==> src/rtl/imem_boot_loader.sv <==
`default_nettype none
// ============================================================================
// Module   : imem_boot_loader
// Purpose  : Receives a program image as a byte stream (valid/ready), packs
//            little-endian 32-bit words into instruction memory starting at
//            word address 0, verifies an XOR checksum and only then releases
//            the core from reset.
//            Stream format: N[7:0], N[15:8], 4*N data bytes (LSB first per
//            word), one checksum byte = XOR of all data bytes.
// Ports    : clk, rst_n        - clock, synchronous active-low reset
//            s_valid/s_data    - byte stream in
//            s_ready           - loader can accept a byte
//            imem_we/waddr/wdata - one-cycle imem word write
//            core_rst_n        - active-low reset to the core, high once loaded
//            boot_done         - sticky, image loaded and checksum good
//            boot_error        - sticky, length or checksum error
//            word_count        - words written so far
// Revision : 1.0 - initial release
// ============================================================================
module imem_boot_loader #(
    parameter int DEPTH_WORDS = 1024,
    parameter int ADDR_W      = 10
) (
    input  logic              clk,
    input  logic              rst_n,
    input  logic              s_valid,
    input  logic [7:0]        s_data,
    output logic              s_ready,
    output logic              imem_we,
    output logic [ADDR_W-1:0] imem_waddr,
    output logic [31:0]       imem_wdata,
    output logic              core_rst_n,
    output logic              boot_done,
    output logic              boot_error,
    output logic [15:0]       word_count
);

    localparam logic [2:0] c_hdr_lo = 3'd0;
    localparam logic [2:0] c_hdr_hi = 3'd1;
    localparam logic [2:0] c_data   = 3'd2;
    localparam logic [2:0] c_csum   = 3'd3;
    localparam logic [2:0] c_done   = 3'd4;
    localparam logic [2:0] c_error  = 3'd5;

    // One extra bit so a 16-bit header can never alias below the depth.
    localparam logic [16:0] c_depth = 17'(DEPTH_WORDS);

    logic [2:0]        r_state;
    logic [2:0]        w_state_nxt;

    logic [15:0]       r_len;
    logic [1:0]        r_byte_idx;
    logic [7:0]        r_csum;
    logic [23:0]       r_word;       // lanes 0..2; lane 3 comes straight from s_data
    logic [15:0]       r_word_count;

    logic              r_ready;
    logic              r_imem_we;
    logic [ADDR_W-1:0] r_imem_waddr;
    logic [31:0]       r_imem_wdata;
    logic              r_core_rst_n;
    logic              r_boot_done;
    logic              r_boot_error;

    logic              w_xfer;
    logic [15:0]       w_hdr_n;
    logic              w_hdr_too_big;
    logic              w_last_byte_of_word;
    logic              w_last_word;

    logic              w_ready_nxt;
    logic              w_we_nxt;
    logic              w_done_nxt;
    logic              w_error_nxt;

    assign w_xfer              = s_valid && r_ready;
    assign w_hdr_n             = {s_data, r_len[7:0]};
    assign w_hdr_too_big       = ({1'b0, w_hdr_n} > c_depth);
    assign w_last_byte_of_word = (r_byte_idx == 2'd3);
    // word_count has already been bumped for every completed earlier word by
    // the time the last byte of the next word arrives (>= 4 cycles later).
    assign w_last_word         = (r_word_count == (r_len - 16'd1));

    // ------------------------------------------------------------------
    // State register
    // ------------------------------------------------------------------
    always_ff @(posedge clk) begin
        if (!rst_n) begin
            r_state <= c_hdr_lo;
        end else begin
            r_state <= w_state_nxt;
        end
    end

    // ------------------------------------------------------------------
    // Next-state logic
    // ------------------------------------------------------------------
    always_comb begin
        w_state_nxt = r_state;
        case (r_state)
            c_hdr_lo: begin
                if (w_xfer) w_state_nxt = c_hdr_hi;
            end
            c_hdr_hi: begin
                if (w_xfer) begin
                    if (w_hdr_too_big)          w_state_nxt = c_error;
                    else if (w_hdr_n == 16'd0)  w_state_nxt = c_csum;
                    else                        w_state_nxt = c_data;
                end
            end
            c_data: begin
                if (w_xfer && w_last_byte_of_word && w_last_word) w_state_nxt = c_csum;
            end
            c_csum: begin
                if (w_xfer) w_state_nxt = (s_data == r_csum) ? c_done : c_error;
            end
            c_done:  w_state_nxt = c_done;
            c_error: w_state_nxt = c_error;
            default: w_state_nxt = c_hdr_lo;
        endcase
    end

    // ------------------------------------------------------------------
    // Output decode; every output is registered from these next values so
    // the flags line up with the state they describe.
    // ------------------------------------------------------------------
    always_comb begin
        w_ready_nxt = (w_state_nxt == c_hdr_lo) || (w_state_nxt == c_hdr_hi) ||
                      (w_state_nxt == c_data)   || (w_state_nxt == c_csum);
        w_done_nxt  = (w_state_nxt == c_done);
        w_error_nxt = (w_state_nxt == c_error);
        w_we_nxt    = (r_state == c_data) && w_xfer && w_last_byte_of_word;
    end

    // ------------------------------------------------------------------
    // Datapath and registered outputs
    // ------------------------------------------------------------------
    always_ff @(posedge clk) begin
        if (!rst_n) begin
            r_len        <= 16'd0;
            r_byte_idx   <= 2'd0;
            r_csum       <= 8'h00;
            r_word       <= 24'd0;
            r_word_count <= 16'd0;
            r_ready      <= 1'b0;
            r_imem_we    <= 1'b0;
            r_imem_waddr <= '0;
            r_imem_wdata <= 32'd0;
            r_core_rst_n <= 1'b0;
            r_boot_done  <= 1'b0;
            r_boot_error <= 1'b0;
        end else begin
            r_ready      <= w_ready_nxt;
            r_imem_we    <= w_we_nxt;
            r_core_rst_n <= w_done_nxt;
            r_boot_done  <= w_done_nxt;
            r_boot_error <= w_error_nxt;

            if (w_xfer && (r_state == c_hdr_lo)) begin
                r_len[7:0] <= s_data;
            end
            if (w_xfer && (r_state == c_hdr_hi)) begin
                r_len[15:8] <= s_data;
            end

            if (w_xfer && (r_state == c_data)) begin
                r_csum     <= r_csum ^ s_data;
                r_byte_idx <= r_byte_idx + 2'd1;
                case (r_byte_idx)
                    2'd0: r_word[7:0]   <= s_data;
                    2'd1: r_word[15:8]  <= s_data;
                    2'd2: r_word[23:16] <= s_data;
                    default: begin
                        // Word complete: present it next cycle and bump the
                        // count in that same cycle. N <= DEPTH_WORDS keeps the
                        // address inside memory, so no wrap can occur.
                        r_imem_wdata <= {s_data, r_word};
                        r_imem_waddr <= r_word_count[ADDR_W-1:0];
                        r_word_count <= r_word_count + 16'd1;
                    end
                endcase
            end
        end
    end

    assign s_ready    = r_ready;
    assign imem_we    = r_imem_we;
    assign imem_waddr = r_imem_waddr;
    assign imem_wdata = r_imem_wdata;
    assign core_rst_n = r_core_rst_n;
    assign boot_done  = r_boot_done;
    assign boot_error = r_boot_error;
    assign word_count = r_word_count;

endmodule
`default_nettype wire

==> config.mk <==
export PLATFORM = sky130hd
export DESIGN_NAME = imem_boot_loader
export DESIGN_NICKNAME = d
export VERILOG_FILES = /design/src/rtl/imem_boot_loader.sv
export SDC_FILE = /design/constraint.sdc
export NUM_CORES = 1
export LEC_CHECK = 0
export CAP_MARGIN = 10
export CORE_UTILIZATION = 35
export DETAILED_ROUTE_END_ITERATION = 8
export PLACE_DENSITY_LB_ADDON = 0.15
export SLEW_MARGIN = 40
export SYNTH_ARGS = -nofsm -noshare
export SYNTH_HDL_FRONTEND = slang
export SYNTH_SLANG_ARGS = --single-unit
==> constraint.sdc <==
create_clock -name clk -period 4.1 [get_ports clk]
set_clock_uncertainty 0.2 [all_clocks]
set_input_delay 0.615 -clock clk [delete_from_list [all_inputs] [get_ports clk]]
set_output_delay 0.615 -clock clk [all_outputs]
set_load 0.02 [all_outputs]
# Word-level counts from Yosys, hierarchy flattened
# Index checks and enable logic that the tools add are counted.
# word_totals
reg_bits	115
wordCells	63
out_inout_bits	63
input_bits	11
# op_classes
n_eq_ne	15
n_addsub	3
reduce_logical	19
mux	8
bitwise	2
order_cmp	1
# op_table
op	count
$pmux W3 S6	1
$add A16 B1 Y16 const B	1
$eq A16 B16 Y1	1
$gt A16 B11 Y1 const B	1
$logic_not A16 Y1	1
$sub A16 B1 Y16 const B	1
$mux W3	5
$eq A3 B2 Y1 const B	4
$eq A3 B3 Y1 const B	4
$eq A8 B8 Y1	1
$reduce_and A2 Y1	4
$xor A8 B8 Y8	1
$logic_and A1 B1 Y1	7
$eq A3 B1 Y1 const B	2
$logic_not A3 Y1	2
$eq A2 B2 Y1 const B	2
$logic_or A1 B1 Y1	3
$reduce_or A3 Y1	1
$add A2 B1 Y2 const B	1
$eq A2 B1 Y1 const B	1
$logic_not A2 Y1	1
$mux W1	2
$not A1 Y1	1

# Longest topological paths before layout
# Gate-level depths: netlist of run 1.
# logic_depth
depth_word	9
depth_mapped	8

# Least setup slack after synthesis of run 1
# OpenSTA, ideal clock, no wires.
# synth_timing
path_type	reg2reg
startpoint	reg r_len[2]
endpoint	reg r_boot_done, in the netlist boot_done
setup_ps	117
stages_incl_launch_ff	8
arrival_ps	2588
synth_period_minus_slack_ps	2905
n_path_buf	1
required_time_ps	3783
slack_ps	1195
path_cell_list	dfxtp_1 buf_6 or4_4 or4b_4 or4_4 a2111oi_4 o2111ai_2 and4b_1
# synth_via
elab_chain_cells	6
word_cells_on_any_way	11
classes_between	1 x add/sub; 1 x order compare; 2 x eq/ne; 5 x mux; 2 x reduce/logical
# synth_lines
element	line	source
start, declared	51	logic [15:0] r_len;
start signal, assigned	160	r_len[7:0] <= s_data;
$sub A16 B1 Y16 or $logic_not A16 Y1 (tied branches)	82, 107	
$eq A16 B16 Y1 or $mux W1 (tied branches)	82, 107	
$logic_and A1 B1 Y1 or $mux W3 (tied branches)	112, 106	
$mux W3 (on tied branches)	112, 105	
$pmux W3 S6 (*)	100	case (r_state)
$eq A3 B3 Y1 (*)	130	w_done_nxt = (w_state_nxt == c_done);
end signal, assigned	156	r_boot_done <= w_done_nxt;
end, declared	62	logic r_boot_done;
# Every way passes the cells marked *; elsewhere a longest branch is shown, timed or not.
# A chain may end at the register's enable or synchronous reset.

# Worst setup path after layout of run 1
# Same ends and word-level chain as after synthesis.

==> results_dict.tcl, run 1 <==
set metrics [dict create \
    status "complete, but fails checks" \
    violations "design-rule violations" \
    grt_overflow_total 0 \
    slowest_stage "or4_4" \
    insertion_delay_ns 0.40 \
    port-buffer-count 73 \
    setup_tns_ns 0 \
    start_util_pct 36.1 \
    internal_power_mw 2.18 \
    synth-main-ff-cell "dfxtp_1" \
    fp.coreArea_um2 14600 \
    netlist.area_leader.share_pct 43.5 \
    hp-class "flop to flop" \
    endpoint_kind "flop" \
    num_vias 4318 \
    top_level_ports 74 \
    final_cell_area_um2 6710 \
    synth_area_um2 5290 \
    p_per_area_nw_per_um2 411 \
    nFillCells 1441 \
    crit_required_ns 4.19 \
    root_buffer "clkbuf_16" \
    finalCritPeriodShare_pct 75.2 \
    yosysUniqueCellTypes 50 \
    clk_path_buf_depth 2 \
    synth_seq_cells 115 \
    die_w_um 125 \
    reg2reg_from "r_len[2]" \
    synth_cells 613 \
    drtIter0Drc 285 \
    diodes 0 \
    yosysMostFrequentCell "nand2_1" \
    grt_setup_unrepaired "false" \
    drive_above_1_share_pct 6.92 \
    grt_pass1_vias 4187 \
    ant_nets 0 \
    synth.avg_cell_area_um2 8.63 \
    arrival_ns 3.17 \
    synth_nets 631 \
    dp_hpwl_um 8550 \
    min_period_ns 3.08 \
    switchingPower_uw 580 \
    first_pass_iters 6 \
    synthTopCellsByArea "dfxtp_1 44%, a21boi_0 11%, nand2_1 10%" \
    power_frac_clock_pct 52.6 \
    synthTopCellsByCount "141 x nand2_1, 115 x dfxtp_1, 79 x a21boi_0, 40 x clkbuf_1, 38 x nand3_1" \
    post_cts_buffers 0 \
    reg2reg_slack_ns 1.02 \
    path_class "flop to flop" \
    crit_chain "or4_4 -> or4b_4 -> or4_4 -> a2111oi_4 -> o2111ai_2 -> and4b_1" \
    worstRegToRegCells 6 \
    seq_area_frac_synth_pct 43.5 \
    setup_viol 0 \
    crit_cells 6 \
    whs_ns 0.260 \
    ir_drop_v 0.000299 \
    hold_violations 0 \
    slew_violations 0 \
    die_h_um 125 \
    grt_max_degree 70 \
    maxCapViolations 0 \
    grt_pass1_wl_um 21400 \
    ctsHoldBuffers 0 \
    placed_cell_area_um2 6130 \
    startpoint "r_len[2]" \
    path_buf_inv 0 \
    async_reset_ff_share_pct 0 \
    r2r-end "boot_done" \
    cts.sinks 115 \
    wl_per_cell_um 14.7 \
    cts_tree "done" \
    gp_congestion 0.808 \
    vias_per_cell 5.00 \
    die_area_um2 15600 \
    crit_path_start_kind "flop" \
    antenna_found_initial 0 \
    worstSetupEndpoint "boot_done" \
    cts.htree.levels 4 \
    worstMarginPinSlew_ns 0.766 \
    regArea_um2 2300 \
    ys.warnings.count 0 \
    synth-edff-count 0 \
    p_leak_nw 2.24 \
    crit_top_cell "or4_4" \
    track_usage_pct 17.4 \
    routed_wl_um 12700 \
    fmax_mhz 324 \
    clk_pin_slew_worst_paths_ns 0.05 \
    multi_input_area_um2 2780 \
    p_sw_share_pct 21.0 \
    syn2layout_area_growth_pct 26.8 \
    seqPwrFrac_pct 41.5 \
    totalPowerFinal_mw 2.76 \
    core.rowCount 44 \
    power_frac_comb_pct 6.0 \
    utilization_pct 45.8 \
    numCtsBuffers 17 \
    drc 16 \
    nets 687 \
    cp_top_family "simple AND/OR/NAND/NOR gates" \
    slew-limit-headroom_pct 48.8 \
    synth_top_area_cell "dfxtp_1" \
    cp_max_fo 9 \
    cts_resized 0 \
    cp_slowest_stage_delay_ns 0.54 \
]
[cells in the final DEF (no fill, tap or decap), drive strengths merged, types with 2 or more instances in the layout]
master,n
a32oi,2
a21boi,79
nand3b,2
or3,7
nor4,3
xnor2,26
mux2i,11
or4,4
nor3,8
clkbuf,23
clkinv,3
clkdlybuf4s50,72
nand3,38
dfxtp,115
or4b,2
nor2,9
xor2,21
nand2b,3
a21oi,3
ha,7
and2,11
nand4,10
bufinv,3
o21ai,8
nor3b,2
nand2,141
buf,9
nor2b,19
and3,7
inv,10
nor4b,5
[layer usage]
metal  share of wire (%)  GRT usage, %  vias up  routed length, um
li1                    -             -     2178                  -
met1                  51          23.7     2036               6440
met2                  43          26.2       94               5530
met3                 4.7          4.34       10                592
met4                 1.3          7.39        0                168
met5                   0             0        -                  0
[kinds of logic after synthesis]
| group | synth area share, % |
|---|---|
| adders and majority gates | 1.66 |
| DFF | 43.5 |
| AOI/OAI and AO/OA | 14.8 |
| buffers and inverters | 4.26 |
| muxes | 2.30 |
| and+or+nand+nor | 25.2 |
| xor gates and xnor gates | 8.21 |
[registers in the layout, summed over array words and instances (netlist names)]
name / count
r_word: 24
s_ready: 1
imem_wdata: 32
r_len: 16
r_state: 3
word_count: 16
r_byte_idx: 2
imem_waddr: 10
boot_error: 1
boot_done: 1
imem_we: 1
r_csum: 8
[power groups by stage]
stage	combinational (mW)	clock (mW)	sequential, mW
2_1_floorplan	0.126	0	1.16
3_3_place_gp	0.162	0	1.16
3_5_place_dp	0.164	0	1.16
4_1_cts	0.165	1.48	1.14
5_1_grt	0.181	1.53	1.14
6_report	0.165	1.45	1.14
[area by class of cell]
class                      count  area share, %
timing repair buffer          81           11.7
sequential                   115           34.3
clock buffer                  23           6.98
multi-input combinational    444           41.4
tap                          184           3.43
clock inverter                 6           1.57
inverter                      10          0.560
[worst min-delay path by stage]
stage / start / endpoint / slack [ns] / depth (start not counted)
after CTS: imem_wdata[27] / imem_wdata[27] / 0.27 / 2
after floorplan: r_word[0] / imem_wdata[0] / 0.24 / 2
after global placement: imem_waddr[2] / imem_waddr[2] / 0.25 / 2
after global routing: imem_waddr[5] / imem_waddr[5] / 0.28 / 2
final: imem_wdata[27] / imem_wdata[27] / 0.26 / 2
after detailed placement: r_word[2] / r_word[2] / 0.26 / 2
[through the flow]
stage,worst slack (ns),cells
finish,1.02,863
global route,0.826,863
CTS,1.01,863
detailed placement,1.00,834
global placement,1.07,834
floorplan,1.20,613
[worst reg2reg max path, cell delays in order (launching register included)]
cell       delay, ns
dfxtp_1         0.39
or4_4           0.54
or4b_4          0.51
or4_4           0.54
a2111oi_4       0.33
o2111ai_2       0.21
and4b_1         0.26
(Power assumes the default switching activity.)
==> run 2, diff against run 1 <==
Clock period 4.1 ns to 2.8 ns, I/O delays scaled along.
==> run 2 against run 1 <==
  * The flow finishes with violations (design-rule violations, negative setup slack)
  * Via count up 1.9%
  * Critical path depth unchanged
  * Final cell count up 3.2%
  * Hold slack worse by 0.0017 ns
  * Wire length up 3.1%
  * Global-route usage up 0.059 points
  * Non-clock buffer count up 26
  * Flip-flop and latch count unchanged
  * Critical path type unchanged
==> results_dict.tcl, run 2 (synthesis gave the netlist of run 1 again) <==
set metrics [dict create \
    grt_setup_unrepaired "true" \
    post_cts_buffers 0 \
    grt_overflow_total 0 \
    startpoint "r_len[0]" \
    ant_nets 0 \
    numCtsBuffers 17 \
    root_buffer "clkbuf_16" \
    grt_pass1_wl_um 21400 \
    layout_commonest_cell "nand2_1" \
    first_pass_iters 8 \
    crit_path_start_kind "flop" \
    hp-class "flop to flop" \
    crit_chain "or4_4 -> or4b_4 -> or4_4 -> a2111oi_4 -> o2111ai_2 -> and4b_1" \
    antenna_found_initial 0 \
    clk_path_buf_depth 2 \
    insertion_delay_ns 0.41 \
    ctsHoldBuffers 0 \
    top_level_ports 74 \
    slew-limit-headroom_pct 60.5 \
    violations "design-rule violations, negative setup slack" \
    cts.sinks 115 \
    port-buffer-count 73 \
    die_h_um 125 \
    drtIter0Drc 228 \
    die_w_um 125 \
    regArea_um2 2300 \
    layout_common_cells "141 x nand2_1, 115 x dfxtp_1, 79 x a21boi_0, 72 x clkdlybuf4s50_1, 38 x nand3_1" \
    slowest_stage "or4_4" \
    endpoint_kind "flop" \
    largest_register_ffs 32 \
    power_frac_clock_pct 54.7 \
    diodes 0 \
    cp_slowest_stage_delay_ns 0.54 \
    setup_tns_ns -0.00965 \
    fin_ws_ns -0.00965 \
    grt_max_degree 75 \
    die_area_um2 15600 \
    vias_per_cell 4.94 \
    power_frac_comb_pct 6.8 \
    cp_top_family "simple AND/OR/NAND/NOR gates" \
    totalPowerFinal_mw 4.32 \
    cts.htree.levels 4 \
    crit_required_ns 2.91 \
    dp_hpwl_um 9210 \
    finalCritPeriodShare_pct 100 \
    maxCapViolations 0 \
    cp_max_fo 3 \
    min_period_ns 2.81 \
    reg2reg_from "r_len[0]" \
    num_vias 4399 \
    nFillCells 1387 \
    status "complete, but fails checks" \
    core.rowCount 44 \
    crit_top_cell "or4_4" \
    gp_congestion 0.840 \
    p_leak_nw 2.41 \
    p_sw_share_pct 21.1 \
    fp.coreArea_um2 14600 \
    ir_drop_v 0.000441 \
    worstMarginPinSlew_ns 0.593 \
    fmax_mhz 356 \
    clk_pin_slew_worst_paths_ns 0.05 \
    arrival_ns 2.92 \
    hold_path.startpoint "imem_wdata[5]" \
    p_per_area_nw_per_um2 618 \
    track_usage_pct 17.5 \
    grt_pass1_vias 4101 \
    seqPwrFrac_pct 38.5 \
    slew_violations 0 \
    setup_viol 1 \
    drc 12 \
    multi_input_area_um2 2790 \
    syn2layout_area_growth_pct 32.3 \
    nets 713 \
    start_util_pct 36.1 \
    drive_above_1_share_pct 11.0 \
    path_buf_inv 0 \
    wl_per_cell_um 14.7 \
    path_class "flop to flop" \
    hold_violations 0 \
    routed_wl_um 13100 \
    switchingPower_uw 911 \
    cts_tree "done" \
    internal_power_mw 3.41 \
]
-- run 2: area by class of cell --
cell class	instances	area share, %
timing repair buffer	107	14.2
sequential	115	32.9
tap	184	3.29
clock buffer	21	6.58
clock inverter	10	2.58
multi-input combinational	444	39.9
inverter	10	0.537
-- run 2: through the flow --
stage | area (um^2) | util, % | cells | setup slack [ns] | hold WS [ns]
global placement | 6340 | 43.3 | 860 | -0.0199 | 0.251
finish | 6990 | 47.8 | 891 | -0.00965 | 0.259
CTS | 6990 | 47.7 | 891 | -0.0317 | 0.264
detailed placement | 6340 | 43.3 | 860 | -0.0997 | 0.257
global route | 6990 | 47.8 | 891 | -0.0560 | 0.277
floorplan | 5290 | - | 613 | -0.0447 | 0.241
-- run 2: worst min-delay path, delay by kind of cell, from the launching register on --
kind,cells,cell delay [ns]
AO/OA/AOI/OAI,1,0.06
flip-flops,1,0.30
AND/OR/NAND/NOR,1,0.04
-- run 2: what timing repair did --
item                                    CTS  global route
pin swaps                                 4             2
gates resized for setup                   2             1
endpoints found under the setup margin    3             1
-- run 2: path summary, 6_finish.rpt --
check | cells after the start | slack [ns] | endpoint
max | 6 | -0.01 | boot_done
min | 2 | 0.26 | imem_wdata[5]
max reg2reg | 6 | -0.01 | boot_done
min reg2reg | 2 | 0.26 | imem_wdata[5]
-- run 2: power by group through the flow --
stage	clock (mW)	combinational (mW)	sequential (mW)
4_1_cts	2.40	0.293	1.66
3_3_place_gp	0	0.283	1.70
5_1_grt	2.47	0.319	1.66
2_1_floorplan	0	0.184	1.69
6_report	2.36	0.295	1.66
3_5_place_dp	0	0.286	1.70
-- run 2: routing by layer --
| layer | global-route usage, % | wire length (um) | vias up |
|---|---|---|---|
| li1 | - | - | 2231 |
| met1 | 24.8 | 6790 | 2075 |
| met2 | 25.7 | 5670 | 80 |
| met3 | 4.73 | 526 | 13 |
| met4 | 5.38 | 135 | 0 |
| met5 | 0 | 0 | - |
